<file path="config.mk">
export PLATFORM = sky130hd
export DESIGN_NAME = ps2_host_tx
export DESIGN_NICKNAME = d
export VERILOG_FILES = /design/src/rtl/ps2_host_tx.sv
export SDC_FILE = /design/constraint.sdc
export NUM_CORES = 1
export LEC_CHECK = 0
export BUFFER_PORTS_ARGS = -buffer_cell sky130_fd_sc_hd__buf_2
export CAP_MARGIN = 40
export CORE_MARGIN = 5
export CORE_UTILIZATION = 30
export CTS_BUF_LIST = sky130_fd_sc_hd__clkbuf_4 sky130_fd_sc_hd__clkbuf_8 sky130_fd_sc_hd__clkbuf_16
export CTS_CLUSTER_SIZE = 24
export DETAILED_ROUTE_END_ITERATION = 6
export SLEW_MARGIN = 25
export SYNTH_ARGS = -nofsm -noshare
export SYNTH_HDL_FRONTEND = slang
export SYNTH_SLANG_ARGS = --single-unit
export TNS_END_PERCENT = 100
</file>
<file path="constraint.sdc">
create_clock -name clk -period 5.1 [get_ports clk]
set_clock_uncertainty 0.2 [all_clocks]
set_input_delay 0.255 -clock clk [delete_from_list [all_inputs] [get_ports clk]]
set_output_delay 0.255 -clock clk [all_outputs]
set_load 0.005 [all_outputs]
</file>
<file path="src/rtl/ps2_host_tx.sv">
// ps2_host_tx -- PS/2 host-to-device byte transmitter.
// Accepts a byte on a valid/ready handshake and runs the host request-to-send
// sequence on open-drain PS/2 clock/data: inhibit, start, 8 data bits (LSB
// first), odd parity, stop, device ACK. Start and frame timeouts are detected
// and the frame is retried up to MAX_RETRY times before reporting failure.
//
// Ports:
//   clk, rst          system clock, asynchronous active-low reset
//   tx_data/valid     byte to send and request (captured when tx_ready)
//   tx_ready          high while idle
//   ps2_clk_in/data   raw pad levels (synchronised internally)
//   ps2_clk_oe/data_oe 1 pulls the pad low, 0 releases it
//   busy              high from acceptance until done
//   done              one-cycle completion pulse
//   status            00 ACK, 01 NACK, 10 start timeout, 11 frame timeout
//   retries           attempts beyond the first, valid with done
module ps2_host_tx #(
   parameter int CLK_FREQ         = 50000000,
   parameter int INHIBIT_US       = 100,
   parameter int START_TIMEOUT_US = 15000,
   parameter int FRAME_TIMEOUT_US = 2000,
   parameter int MAX_RETRY        = 2,
   parameter int SYNC_STAGES      = 2
) (
   input  logic       clk,
   input  logic       rst,
   input  logic [7:0] tx_data,
   input  logic       tx_valid,
   output logic       tx_ready,
   input  logic       ps2_clk_in,
   input  logic       ps2_data_in,
   output logic       ps2_clk_oe,
   output logic       ps2_data_oe,
   output logic       busy,
   output logic       done,
   output logic [1:0] status,
   output logic [1:0] retries
);

   localparam int CYC_US   = CLK_FREQ / 1000000;
   localparam int INHIBIT  = CYC_US * INHIBIT_US;
   localparam int START_TO = CYC_US * START_TIMEOUT_US;
   localparam int FRAME_TO = CYC_US * FRAME_TIMEOUT_US;
   localparam int INH_W    = $clog2(INHIBIT + 1);
   localparam int ST_W     = $clog2(START_TO + 1);
   localparam int FR_W     = $clog2(FRAME_TO + 1);

   localparam logic [INH_W-1:0] INH_LAST = INH_W'(INHIBIT - 1);
   localparam logic [ST_W-1:0]  ST_LAST  = ST_W'(START_TO - 1);
   localparam logic [FR_W-1:0]  FR_LAST  = FR_W'(FRAME_TO - 1);

   typedef enum logic [2:0] {
      S_IDLE, S_INHIBIT, S_START, S_SEND, S_ACK, S_WAIT_IDLE
   } state_t;

   // input synchroniser; idle bus level is 1
   logic [SYNC_STAGES-1:0] csync_q, dsync_q;
   logic                   cprev_q;
   logic                   sclk, sdata, fall;

   always_ff @(posedge clk or negedge rst) begin
      if (!rst) begin
         csync_q <= '1;
         dsync_q <= '1;
         cprev_q <= 1'b1;
      end else begin
         csync_q <= (csync_q << 1) | SYNC_STAGES'(ps2_clk_in);
         dsync_q <= (dsync_q << 1) | SYNC_STAGES'(ps2_data_in);
         cprev_q <= sclk;
      end
   end

   assign sclk  = csync_q[SYNC_STAGES-1];
   assign sdata = dsync_q[SYNC_STAGES-1];
   assign fall  = cprev_q & ~sclk;

   state_t            state_q, state_d;
   logic [7:0]        byte_q, byte_d;
   logic              par_q, par_d;
   logic [3:0]        bit_q, bit_d;
   logic              dout_q, dout_d;
   logic [INH_W-1:0]  inh_q, inh_d;
   logic [ST_W-1:0]   st_q, st_d;
   logic [FR_W-1:0]   fr_q, fr_d;
   logic [1:0]        retry_q, retry_d;
   logic [1:0]        status_q, status_d;
   logic              done_q, done_d;
   logic              fail, frame_live, evt;
   logic [1:0]        fail_code;

   always_comb begin
      state_d    = state_q;
      byte_d     = byte_q;
      par_d      = par_q;
      bit_d      = bit_q;
      dout_d     = dout_q;
      inh_d      = inh_q;
      st_d       = st_q;
      fr_d       = fr_q;
      retry_d    = retry_q;
      status_d   = status_q;
      done_d     = 1'b0;
      fail       = 1'b0;
      fail_code  = 2'b00;
      frame_live = 1'b0;
      evt        = 1'b0;

      case (state_q)
         S_IDLE: begin
            if (tx_valid) begin
               byte_d  = tx_data;
               par_d   = ~^tx_data;
               retry_d = 2'd0;
               inh_d   = '0;
               state_d = S_INHIBIT;
            end
         end
         S_INHIBIT: begin
            if (inh_q == INH_LAST) state_d = S_START;
            else                   inh_d   = inh_q + 1'b1;
         end
         S_START: begin
            dout_d  = 1'b1;               // start bit held through release
            bit_d   = 4'd0;
            st_d    = '0;
            state_d = S_SEND;
         end
         S_SEND: begin
            frame_live = (bit_q != 4'd0);
            evt        = fall;
            if (fall) begin
               bit_d = bit_q + 4'd1;
               if (bit_q == 4'd0) fr_d = '0;   // frame timer starts at edge 1
               if (bit_q < 4'd8)       dout_d = ~byte_q[bit_q[2:0]];
               else if (bit_q == 4'd8) dout_d = ~par_q;
               else begin
                  dout_d  = 1'b0;              // stop bit
                  state_d = S_ACK;
               end
            end else if (bit_q == 4'd0) begin
               if (st_q == ST_LAST) begin
                  fail      = 1'b1;
                  fail_code = 2'b10;
               end else begin
                  st_d = st_q + 1'b1;
               end
            end
         end
         S_ACK: begin
            frame_live = 1'b1;
            evt        = fall;
            if (fall) begin
               if (!sdata) state_d = S_WAIT_IDLE;
               else begin
                  fail      = 1'b1;
                  fail_code = 2'b01;
               end
            end
         end
         S_WAIT_IDLE: begin
            frame_live = 1'b1;
            evt        = sclk & sdata;
            if (sclk && sdata) begin
               state_d  = S_IDLE;
               done_d   = 1'b1;
               status_d = 2'b00;
            end
         end
         default: state_d = S_IDLE;
      endcase

      // Frame timer saturates at its last count; a bus event in the expiry
      // cycle wins, and the next quiet cycle then times out.
      if (frame_live) begin
         if (fr_q < FR_LAST) fr_d = fr_q + 1'b1;
         if (!evt && fr_q >= FR_LAST) begin
            fail      = 1'b1;
            fail_code = 2'b11;
         end
      end

      if (fail) begin
         if (retry_q < 2'(MAX_RETRY)) begin
            retry_d = retry_q + 2'd1;
            inh_d   = '0;
            state_d = S_INHIBIT;
         end else begin
            state_d  = S_IDLE;
            done_d   = 1'b1;
            status_d = fail_code;
         end
      end
   end

   always_ff @(posedge clk or negedge rst) begin
      if (!rst) begin
         state_q  <= S_IDLE;
         byte_q   <= '0;
         par_q    <= 1'b0;
         bit_q    <= '0;
         dout_q   <= 1'b0;
         inh_q    <= '0;
         st_q     <= '0;
         fr_q     <= '0;
         retry_q  <= '0;
         status_q <= '0;
         done_q   <= 1'b0;
      end else begin
         state_q  <= state_d;
         byte_q   <= byte_d;
         par_q    <= par_d;
         bit_q    <= bit_d;
         dout_q   <= dout_d;
         inh_q    <= inh_d;
         st_q     <= st_d;
         fr_q     <= fr_d;
         retry_q  <= retry_d;
         status_q <= status_d;
         done_q   <= done_d;
      end
   end

   // pad enables decode from state so reset releases the bus at once
   assign tx_ready    = (state_q == S_IDLE);
   assign busy        = ~tx_ready;
   assign ps2_clk_oe  = (state_q == S_INHIBIT) || (state_q == S_START);
   assign ps2_data_oe = (state_q == S_START) ||
                        (((state_q == S_SEND) || (state_q == S_ACK)) && dout_q);
   assign done        = done_q;
   assign status      = status_q;
   assign retries     = retry_q;

endmodule

</file>
==> flow_summary.toml <==
[yosys]
synthTopCellsByCount = "72 x dfrtp_1, 53 x nand2_1, 44 x nor2_1"
synthCells = 437
synth_most_common_cell = "dfrtp_1"
yosys_warnings = 0
synth-edff-count = 0
synth.top_cell.area_share = 0.4369
ys_ff_latch = 77
synth_area_leader_cell = "dfrtp_1"
ys_types = 57
syn-cell-area_sq_um = 4124
ys_top_cells_by_area = "dfrtp_1 44%, nand2_1 4.8%, nor2_1 4.0%"
ys.flop_type = "dfrtp_1"
syn-num-nets = 455
synth.avg_cell_area_sq_um = 9.437
async_reset_ff_frac = 1.000
synth-seq-area-share = 0.4688

[floorplan]
initial_utilization = 0.3090
ios = 22
fp.dieW_um = 127.2
row_count = 42
die-area_sq_um = 16190
die_h_um = 127.2
core_area_sq_um = 13350

[clocking]
cts_tree = "yes"
numCtsBuffers = 9
clkLatencyLatePin_ns = 0.34
clkTransAtPathRegs_ns = 0.06
cts.sinks = 77
post-cts-setup-buffers = 0
root_buffer = "clkbuf_16"
clock_path_buffers = 2
cts_htree_levels = 3

[worst_setup_path]
cpLargestDelayFamily = "simple AND/OR/NAND/NOR gates"
startpoint = "bit_q[0]$_DFFE_PN0P_"
endpoint = "retries[0]$_DFF_PN0_"
crit_type = "flop to flop"
endpoint_kind = "flop"
path_max_fanout = 14
cp_num_buf_inv = 1
reg2reg_to = "retries[0]$_DFF_PN0_"
worstPathRequired_ns = 5.16
max_stage_delay_ns = 0.47
reg2reg_slack_ns = 2.14
reg2reg_from = "bit_q[0]$_DFFE_PN0P_"
arrival_ns = 3.02
cp.depth = 8
crit_chain = "inv_1, ha_1, or3b_4, or3_4, nor3_2, o21ba_2, a21oi_4, mux2i_1"
crit_path_start_kind = "flop"
worst_path_max_delay_cell = "dfrtp_1"
r2r_cells = 8

[global_routing]
grt_overflow_total = 0
grtUsageTotal = 0.1225
grt_pass1_wl_mm = 16.19
antenna_found_initial = 0
grt_pass1_vias = 3269
grt_start_max_net_pins = 46

[detailed_routing]
first_iter_violations = 132
first_pass_iters = 4
num_vias = 3309
drt-total-wl_mm = 9.222
viasPerCell = 5.083
avgRoutedWirePerCell_um = 14.17
post-route-drc-count = 0
ant_nets = 0

[cells_and_area]
fin_util = 0.3633
syn_to_final_growth_pct = 17.60
drive_gt1_frac = 0.1432
fillers = 1385
n_antenna_cell = 0
fin_cells = 651
nNetsFinal = 489

[hold_path]
hold_class = "primary input to flop"

[placement]
portBuffers = 21
hpwl_mm = 6.574
gp_congestion = 0.8011
dpl.cell_count = 625
post-place-ws_ns = 2.155

[power]
p_leak_nw = 2.095
irDropWorstVdd_mv = 0.1811
power.density_nw_per_um2 = 267.9

[sta]
slew_violations = 0
timing.final.crit_share = 0.5812
finalSetupTns_ns = 0
min_period_ns = 2.964
worst_slack_ns = 2.136
relSlewSlack = 0.4775
final-hold-violation-count = 0
tightest_slew_ns = 0.7838
finalSetupViolCount = 0
rsz0062_at_grt = "no"
fmaxAchievable_mhz = 337.4

[flow_run]
drv_cap = 0

[run_status]
status = "completed"
==> sequential cells by signal, indices dropped and copies added (netlist names) <==
signal and cells:
st_q 20, fr_q 17, inh_q 13, byte_q 8, bit_q 4, state_q 3
csync_q 2, dsync_q 2, retries 2, status 2, cprev_q 1, done 1
dout_q 1, par_q 1
==> report_power, final <==
| group | switching, mW | internal, mW | total [mW] |
|---|---|---|---|
| Clock | 0.242 | 0.401 | 0.643 |
| Sequential | 0.00171 | 0.615 | 0.616 |
| Combinational | 0.0215 | 0.0179 | 0.0394 |
| Total | 0.266 | 1.03 | 1.30 |
==> metrics by stage <==
step	power (mW)	hold slack [ns]	instance area, sq um
final	1.299	0.1336	4850
after global routing	1.357	0.1574	4850
after CTS	1.322	0.1100	4850
after detailed placement	0.6617	0.04157	4439
after global placement	0.6586	0.1466	4404
after floorplan	0.6377	-0.2406	4124
==> worst min path at each step <==
| stage | from | end | slack [ns] | cells after the start |
|---|---|---|---|---|
| floorplan | rst | bit_q[0]$_DFFE_PN0P_ | -0.24 | 0 |
| global placement | csync_q[0]$_DFF_PN1_ | csync_q[1]$_DFF_PN1_ | 0.15 | 0 |
| detailed placement | rst | par_q$_DFFE_PN0P_ | 0.04 | 1 |
| CTS | tx_valid | retries[1]$_DFF_PN0_ | 0.11 | 3 |
| global route | csync_q[0]$_DFF_PN1_ | csync_q[1]$_DFF_PN1_ | 0.16 | 0 |
| finish | tx_valid | retries[1]$_DFF_PN0_ | 0.13 | 3 |
==> final cells by class <==
class | count | area (sq um) | area share
clock buffers | 11 | 252.7 | 0.05212
clock inverters | 4 | 47.55 | 0.009804
inverters | 11 | 41.29 | 0.008514
multi-input cells | 336 | 2087 | 0.4303
flip-flops and latches | 77 | 1933 | 0.3986
well taps | 176 | 220.2 | 0.04541
repair buffers | 36 | 267.8 | 0.05521
==> kinds of logic (layout without fill, tap and decap cells) <==
family,Yosys count,count (layout),synth area share
XOR/XNOR,25,25,0.05309
adder cells (fa/ha/maj),5,5,0.01517
flip-flops,77,77,0.4688
buffers and inverters,24,62,0.02518
AO/OA/AOI/OAI,85,85,0.1293
AND/OR/NAND/NOR,200,200,0.2488
multiplexers,21,21,0.05977
==> placed cells by master, fill, tap and decap left out, types with 11 or more instances in the layout <==
cell            n
dfrtp_1        72
buf_2          20
nor2_1         44
xor2_1         12
nand2_1        53
xnor2_1        13
inv_1          11
dlygate4sd3_1  11
o21ai_0        31
nand4_1        13
nand3_1        22
a21oi_1        24
==> tightest hold or removal path: stages <==
cell     delay, ns
buf_2         0.14
a21oi_1       0.14
a31o_2        0.11
==> what timing repair did <==
action	CTS	global route
endpoints found under the hold margin	42	0
gates resized for setup	0	0
hold buffers	11	0
==> per-layer routing <==
layer,part of all wire,wire (um),vias up,GRT usage
li1,-,-,1638,-
met1,0.48,4396,1612,0.1684
met2,0.47,4326,42,0.1868
met3,0.035,320,17,0.03130
met4,0.019,179,0,0.04479
met5,0,0,-,0
Note: power is estimated with default switching activity, not from simulation.
